File: config.mk
export PLATFORM = sky130hd
export DESIGN_NAME = hazard_tag_pipe
export DESIGN_NICKNAME = d
export VERILOG_FILES = /design/src/rtl/hazard_tag_pipe_pkg.sv /design/src/rtl/hazard_tag_pipe_tag_stage_reg.sv /design/src/rtl/hazard_tag_pipe.sv
export SDC_FILE = /design/constraint.sdc
export NUM_CORES = 1
export LEC_CHECK = 0
export ABC_CLOCK_PERIOD_IN_PS = 1810
export BUFFER_PORTS_ARGS = -buffer_cell sky130_fd_sc_hd__buf_4
export CORE_AREA = 5 5 102 104
export CTS_CLUSTER_DIAMETER = 100
export DETAILED_ROUTE_END_ITERATION = 6
export DIE_AREA = 0 0 107 109
export PLACE_DENSITY = 0.84
export SLEW_MARGIN = 20
export SYNTH_ARGS = -nofsm -noshare
export SYNTH_HDL_FRONTEND = slang
export SYNTH_SLANG_ARGS = --single-unit
export TNS_END_PERCENT = 1
File: constraint.sdc
create_clock -name CLK -period 1.81 [get_ports CLK]
set_clock_uncertainty 0.05 [all_clocks]
set_input_delay 0.0905 -clock CLK [delete_from_list [all_inputs] [get_ports CLK]]
set_output_delay 0.0905 -clock CLK [all_outputs]
set_load 0.1 [all_outputs]
File: src/rtl/hazard_tag_pipe_pkg.sv
// Shared types and constants for the hazard tag pipeline.
package hazard_pkg;

  typedef struct packed {
    logic       valid;
    logic       rfwe;
    logic       mtorf;
    logic [4:0] rs;
    logic [4:0] rt;
    logic [4:0] rtd;
  } stage_tag_t;

  localparam logic [4:0] REG_ZERO   = 5'd0;
  localparam stage_tag_t TAG_BUBBLE = '0;

endpackage

File: src/rtl/hazard_tag_pipe_tag_stage_reg.sv
// One pipeline register holding a stage tag, with sync reset and flush-to-bubble.
module tag_stage_reg
  import hazard_pkg::*;
(
  input  logic       i_clk,
  input  logic       i_rst,
  input  logic       i_flush,
  input  stage_tag_t i_d,
  output stage_tag_t o_q
);

  stage_tag_t r_tag;

  always_ff @(posedge i_clk) begin
    if (i_rst || i_flush) r_tag <= TAG_BUBBLE;
    else                  r_tag <= i_d;
  end

  assign o_q = r_tag;

endmodule

File: src/rtl/hazard_tag_pipe.sv
// Carries decode tags down E/M/W, derives stall/flush controls and keeps
// saturating stall counters plus a retired-instruction counter.
module hazard_tag_pipe
  import hazard_pkg::*;
#(
  parameter int unsigned CNT_W = 16,
  parameter int unsigned RET_W = 32
) (
  input  logic             CLK,
  input  logic             RST,
  input  logic             ValidD,
  input  logic [4:0]       rsD,
  input  logic [4:0]       rtD,
  input  logic [4:0]       rdD,
  input  logic             RegDstD,
  input  logic             RFWED,
  input  logic             MtoRFSelD,
  input  logic             LWStall,
  input  logic             BRStall,
  input  logic             PCSrcD,
  input  logic             ClrCnt,
  output logic [4:0]       rsE,
  output logic [4:0]       rtE,
  output logic [4:0]       rtdE,
  output logic [4:0]       rtdM,
  output logic [4:0]       rtdW,
  output logic             RFWEE,
  output logic             RFWEM,
  output logic             RFWEW,
  output logic             MtoRFSelE,
  output logic             MtoRFSelM,
  output logic             StallF,
  output logic             StallD,
  output logic             FlushE,
  output logic             FlushD,
  output logic [CNT_W-1:0] LwStallCnt,
  output logic [CNT_W-1:0] BrStallCnt,
  output logic [RET_W-1:0] RetireCnt
);

  logic       w_stall;
  logic [4:0] w_dst;
  stage_tag_t w_tag_d;
  stage_tag_t w_tag_e;
  stage_tag_t w_tag_m;
  stage_tag_t w_tag_w;

  logic [CNT_W-1:0] r_lw_cnt;
  logic [CNT_W-1:0] r_br_cnt;
  logic [RET_W-1:0] r_ret_cnt;

  // A stall outranks a taken branch: its compare operands are not ready yet.
  always_comb begin
    w_stall = LWStall | BRStall;
    StallF  = w_stall;
    StallD  = w_stall;
    FlushE  = w_stall;
    FlushD  = PCSrcD & ~w_stall;
  end

  always_comb begin
    w_dst         = RegDstD ? rdD : rtD;
    w_tag_d       = TAG_BUBBLE;
    w_tag_d.valid = 1'b1;
    w_tag_d.rfwe  = RFWED && (w_dst != REG_ZERO);
    w_tag_d.mtorf = MtoRFSelD;
    w_tag_d.rs    = rsD;
    w_tag_d.rt    = rtD;
    w_tag_d.rtd   = w_dst;
  end

  tag_stage_reg u_stage_e (
    .i_clk   (CLK),
    .i_rst   (RST),
    .i_flush (w_stall | ~ValidD),
    .i_d     (w_tag_d),
    .o_q     (w_tag_e)
  );

  tag_stage_reg u_stage_m (
    .i_clk   (CLK),
    .i_rst   (RST),
    .i_flush (1'b0),
    .i_d     (w_tag_e),
    .o_q     (w_tag_m)
  );

  tag_stage_reg u_stage_w (
    .i_clk   (CLK),
    .i_rst   (RST),
    .i_flush (1'b0),
    .i_d     (w_tag_m),
    .o_q     (w_tag_w)
  );

  always_ff @(posedge CLK) begin
    if (RST || ClrCnt) begin
      r_lw_cnt  <= '0;
      r_br_cnt  <= '0;
      r_ret_cnt <= '0;
    end else begin
      if (LWStall && (r_lw_cnt != '1)) r_lw_cnt <= r_lw_cnt + CNT_W'(1);
      if (BRStall && (r_br_cnt != '1)) r_br_cnt <= r_br_cnt + CNT_W'(1);
      if (w_tag_w.valid)               r_ret_cnt <= r_ret_cnt + RET_W'(1);
    end
  end

  assign rsE        = w_tag_e.rs;
  assign rtE        = w_tag_e.rt;
  assign rtdE       = w_tag_e.rtd;
  assign rtdM       = w_tag_m.rtd;
  assign rtdW       = w_tag_w.rtd;
  assign RFWEE      = w_tag_e.rfwe;
  assign RFWEM      = w_tag_m.rfwe;
  assign RFWEW      = w_tag_w.rfwe;
  assign MtoRFSelE  = w_tag_e.mtorf;
  assign MtoRFSelM  = w_tag_m.mtorf;
  assign LwStallCnt = r_lw_cnt;
  assign BrStallCnt = r_br_cnt;
  assign RetireCnt  = r_ret_cnt;

endmodule

======== Word-level counts from Yosys, hierarchy flattened ========
Cells that the tools add are included.
storage, ports and cells
  word-level logic and storage cells ...... 34
  output and inout port bits .............. 98
  bits in registers ....................... 97
  bits of input ports ..................... 25
cells by class
  mux-type cells .......................... 2
  reduce and logical (&&, ||, !) cells .... 6
  bitwise logic cells ..................... 5
  add/sub/neg operators ................... 3
  eq/ne operators ......................... 2
operators by type and width
  cell                   count
  $add 16x1->16 const B  2
  $add 32x1->32 const B  1
  $ne 16x16->1 const B   2
  $mux 18                1
  $mux 5                 1
  $reduce_bool 5->1      1
  $logic_and 1x1->1      3
  $logic_or 1x1->1       2
  $not 1->1              2
  $or 1x1->1             2
  $and 1x1->1            1

======== Depth between registers and ports, before layout ========
  word-level depth ........................ 4
  mapped depth ............................ 8
  gate-level depth less buffers ........... 5

======== Hierarchy ========
From an unflattened synthesis, not the netlist that was laid out.
second synthesis, totals
  cells, all modules ...................... 484
  area, all modules ....................... 4885.9 um^2
by module, submodules not included
  module           instances  cells an instance  area an instance (um^2)
  hazard_tag_pipe  1          364                3088.0
  tag_stage_reg    3          40                 599.3

======== Least setup slack after synthesis ========
No wires, ideal clock.
  kind .................................... flip-flop to flip-flop
  start point ............................. register r_ret_cnt[2], in the netlist RetireCnt[2]
  end point ............................... register r_ret_cnt[22], in the netlist RetireCnt[22]
  buffers on the path ..................... 2
  data arrival time ....................... 2.596 ns
  setup time .............................. 0.070 ns
  slack ................................... -0.907 ns
  period minus slack after synthesis ...... 2.717 ns
  data required time ...................... 1.690 ns
  stages on the path, launching flop included .. 7
  path through ............................ dfxtp_1 > nand2_1 > or4_1 > buf_2 > buf_6 > or4_1 > a21oi_1
between the ends
  longest elaborated chain between the ends .. 1
ends and longest elaborated chain
  item                      line                    source
  start: declaration        hazard_tag_pipe.sv:50   logic [RET_W-1:0] r_ret_cnt;
  start signal: assignment  hazard_tag_pipe.sv:104  if (w_tag_w.valid) r_ret_cnt <= r_ret_cnt + RET_W'(1);
  $add 32x1->32             hazard_tag_pipe.sv:104
Every way passes these cells.
A chain may end at the register's enable or synchronous reset.

======== Final worst setup path ========
  start point ............................. register r_ret_cnt[12], in the netlist RetireCnt[12]
  end point ............................... register r_ret_cnt[21], in the netlist RetireCnt[21]
The elaborated chain is that of the path after synthesis.

==> load_flow_metrics.sql <==
INSERT INTO impl_metrics (metric_group, metric, value, unit) VALUES
('run_status', 'result_of_the_run', 'finished, violations left', ''),
('run_status', 'failing_checks', 'setup timing', ''),
('logic_synthesis', 'yosys.area.top_type', 'sky130_fd_sc_hd__dfxtp_1', ''),
('global_route', 'grt_util_met2', '34.8', '%'),
('sta', 'final-setup-viol-count', '11', ''),
('sta', 'worst_slew_pin_slew', '0.619', 'ns'),
('setup_path', 'crit_path_max_fanout', '7', ''),
('logic_synthesis', 'synth_async_sr_flop_share', '0', '%'),
('global_route', 'grt-busiest-layer', 'met2', ''),
('logic_synthesis', 'synth_top_cells_by_area', 'sky130_fd_sc_hd__dfxtp_1 46%, sky130_fd_sc_hd__buf_4 4.8%, sky130_fd_sc_hd__a21oi_1 4.3%, sky130_fd_sc_hd__or4_1 3.9%, sky130_fd_sc_hd__nand4_1 3.5%', ''),
('setup_path', 'criticalPathCategory', 'reg2reg', ''),
('setup_path', 'cp.required', '2.05', 'ns'),
('finish', 'antenna_cell_count', '0', ''),
('sta', 'fin_ws', '-0.0726', 'ns'),
('hold_path', 'hold_path_class', 'in2reg', ''),
('finish', 'final_area', '6070', 'um2'),
('logic_synthesis', 'synth-edff-count', '0', ''),
('cts', 'cts.path.max_buffers', '2', ''),
('cts', 'cts.sink_count', '97', ''),
('cts', 'clk_pin_slew_worst_paths', '0.09', 'ns'),
('floorplanning', 'die-width', '107', 'um'),
('logic_synthesis', 'synth_fp_nets', '506', ''),
('floorplanning', 'floorplan.initialDensity', '45.1', '%'),
('sta', 'min_period', '1.88', 'ns'),
('setup_path', 'crit_arrival', '2.12', 'ns'),
('sta', 'whs', '0.0216', 'ns'),
('global_route', 'antenna_found_initial', '0', ''),
('setup_path', 'end_kind', 'register', ''),
('pwr', 'p_total', '3.68', 'mW'),
('global_route', 'grt_pass1_wl', '19100', 'um'),
('logic_synthesis', 'ys.warnings.count', '0', ''),
('cts', 'clk_root_buffer_cell', 'sky130_fd_sc_hd__clkbuf_8', ''),
('sta', 'totalNegativeSetupSlack', '-0.360', 'ns'),
('pwr', 'leakagePower', '2.38', 'nW'),
('pwr', 'vdd_ir_drop_max', '0.367', 'mV'),
('floorplanning', 'num_io_pins', '123', ''),
('place', 'place.gp.congestion', '0.880', ''),
('logic_synthesis', 'synth_ff_type', 'sky130_fd_sc_hd__dfxtp_1', ''),
('logic_synthesis', 'syn-mean-instance-area', '8.92', 'um2'),
('cts', 'clk-insertion-delay-late', '0.36', 'ns'),
('floorplanning', 'floorplan.die_area', '11700', 'um2'),
('routing', 'drt.antenna.violating_nets', '0', ''),
('routing', 'vias_per_cell', '5.71', ''),
('global_route', 'grt-ovfl-total', '0', ''),
('cts', 'htree_num_levels', '3', ''),
('sta', 'grt_setup_unrepaired', 'yes', ''),
('finish', 'post_route_cells_drive_above_1_share', '44.1', '%'),
('logic_synthesis', 'ys_seq_elements', '97', ''),
('finish', 'syn2layout_area_growth', '42.2', '%'),
('sta', 'final_hold_vios', '0', ''),
('place', 'port-buffer-count', '122', ''),
('routing', 'drtPass1Iterations', '4', ''),
('sta', 'fmax', '531', 'MHz'),
('setup_path', 'sort_of_element_at_the_start_of_the_critical_path', 'register', ''),
('floorplanning', 'fp.dieH', '109', 'um'),
('global_route', 'grt_pass1_vias', '4078', ''),
('routing', 'mean_routed_wirelength_per_cell', '15.9', 'um'),
('sta', 'timing.final.max_slew_violations', '0', ''),
('place', 'hpwl', '8150', 'um'),
('routing', 'total_number_of_vias', '4262', ''),
('finish', 'net_count_reported_at_finish', '656', ''),
('routing', 'drt-initial-drc-count', '203', ''),
('logic_synthesis', 'synth_top_area_share', '45.5', '%'),
('logic_synthesis', 'synth.most_common_cell', 'sky130_fd_sc_hd__dfxtp_1', ''),
('logic_synthesis', 'ys_top_cells_by_count', '97 x sky130_fd_sc_hd__dfxtp_1, 37 x sky130_fd_sc_hd__a21oi_1, 29 x sky130_fd_sc_hd__nand2_1, 27 x sky130_fd_sc_hd__buf_4, 25 x sky130_fd_sc_hd__nor2_1', ''),
('floorplanning', 'std_cell_rows', '36', ''),
('logic_synthesis', 'ys_types', '43', ''),
('logic_synthesis', 'synth.cell_area', '4270', 'um2'),
('routing', 'routed_wirelength', '11800', 'um'),
('cts', 'tritoncts', 'yes', ''),
('logic_synthesis', 'postSynthCellCount', '478', '');
[path summary, 6_finish.rpt]
| path | cells after the start | startpoint | end | slack (ns) |
|---|---|---|---|---|
| worst max-delay path | 5 | RetireCnt[12] | RetireCnt[21] | -0.07 |
| worst min-delay path | 3 | RegDstD | u_stage_e.o_q[2] | 0.02 |
| worst max register to register | 5 | RetireCnt[12] | RetireCnt[21] | -0.07 |
| worst min register to register | 1 | u_stage_m.o_q[17] | u_stage_w.o_q[17] | 0.40 |
[through the flow]
| step | std cells | setup slack, ns | util [%] |
|---|---|---|---|
| 6_report | 746 | -0.0726 | 64.1 |
| 5_1_grt | 746 | -0.118 | 64.1 |
| 4_1_cts | 744 | -0.0672 | 62.6 |
| 3_5_place_dp | 707 | -0.105 | 58.1 |
| 3_3_place_gp | 707 | -0.0685 | 58.1 |
| 2_1_floorplan | 478 | -0.308 | - |
[kinds of logic after synthesis]
group,after synthesis,share of synthesized area (%)
AOI/OAI and AO/OA,98,14.8
xor gates and xnor gates,12,2.46
buffers and inverters,60,7.89
DFF,97,45.5
and+or+nand+nor,200,26.6
muxes,8,1.88
adders and majority gates,3,0.880
[power breakdown]
part	switching [mW]	total [mW]	internal (mW)
sequential	0.00737	2.12	2.11
combinational	0.206	0.315	0.109
clock	0.717	1.24	0.528
[registers in the layout, summed over array words and instances, names as in the netlist]
name           count
RetireCnt         32
u_stage_e.o_q     18
BrStallCnt        16
LwStallCnt        16
u_stage_m.o_q      8
u_stage_w.o_q      7
[placed cells by master (no fill, tap or decap), types with 3 or more instances in the layout]
| cell | n |
|---|---|
| sky130_fd_sc_hd__buf_4 | 163 |
| sky130_fd_sc_hd__dfxtp_4 | 24 |
| sky130_fd_sc_hd__nor2b_1 | 16 |
| sky130_fd_sc_hd__dfxtp_1 | 34 |
| sky130_fd_sc_hd__a21oi_1 | 31 |
| sky130_fd_sc_hd__o41ai_1 | 6 |
| sky130_fd_sc_hd__inv_1 | 10 |
| sky130_fd_sc_hd__dfxtp_2 | 39 |
| sky130_fd_sc_hd__and4_1 | 5 |
| sky130_fd_sc_hd__a21oi_2 | 6 |
| sky130_fd_sc_hd__xnor2_1 | 9 |
| sky130_fd_sc_hd__nand4_1 | 24 |
| sky130_fd_sc_hd__or3_1 | 15 |
| sky130_fd_sc_hd__nand2_1 | 26 |
| sky130_fd_sc_hd__clkbuf_8 | 10 |
| sky130_fd_sc_hd__o31ai_1 | 16 |
| sky130_fd_sc_hd__and2_1 | 11 |
| sky130_fd_sc_hd__nand3_1 | 13 |
| sky130_fd_sc_hd__or4_4 | 9 |
| sky130_fd_sc_hd__or3_4 | 3 |
| sky130_fd_sc_hd__nor4_1 | 9 |
| sky130_fd_sc_hd__dlygate4sd3_1 | 21 |
| sky130_fd_sc_hd__xor2_1 | 3 |
| sky130_fd_sc_hd__nor3_1 | 9 |
| sky130_fd_sc_hd__or4_1 | 13 |
| sky130_fd_sc_hd__and3_1 | 8 |
| sky130_fd_sc_hd__o311ai_0 | 4 |
| sky130_fd_sc_hd__mux2i_1 | 8 |
| sky130_fd_sc_hd__o21ai_0 | 16 |
| sky130_fd_sc_hd__nor2_1 | 25 |
[per-layer routing]
metal	share of wire, %	wire length [um]	up-vias
met5	0	0	-
met4	2.3	267	0
met3	6.3	746	23
met2	50	5880	166
met1	42	4940	2022
li1	-	-	2051
[repair_timing]
action / 4_1_cts / 5_1_grt
endpoints found under the setup margin: 15 / 37
hold buffers: 21 / 0
gates resized for setup: 6 / 31
buffers inserted: 0 / 1
endpoints found under the hold margin: 22 / 0
cloned: 1 / 1
pin swaps: 12 / 8
[worst max-delay path, cell delays in order, from the launching register on]
cell and delay, ns:
sky130_fd_sc_hd__dfxtp_4 0.36, sky130_fd_sc_hd__nand2_4 0.05, sky130_fd_sc_hd__or4_4 0.57, sky130_fd_sc_hd__buf_8 0.16
sky130_fd_sc_hd__or4_1 0.49, sky130_fd_sc_hd__a21oi_1 0.13
[layout make-up]
type | instances | area [um2]
fillers | 747 | 3390
clock inverters | 3 | 16.3
clock buffers | 12 | 145
flip-flops and latches | 97 | 2080
well taps | 114 | 143
multi-input cells | 321 | 2110
inverters | 11 | 45.0
repair buffers | 188 | 1530
Note: power is estimated with default switching activity, not from simulation.
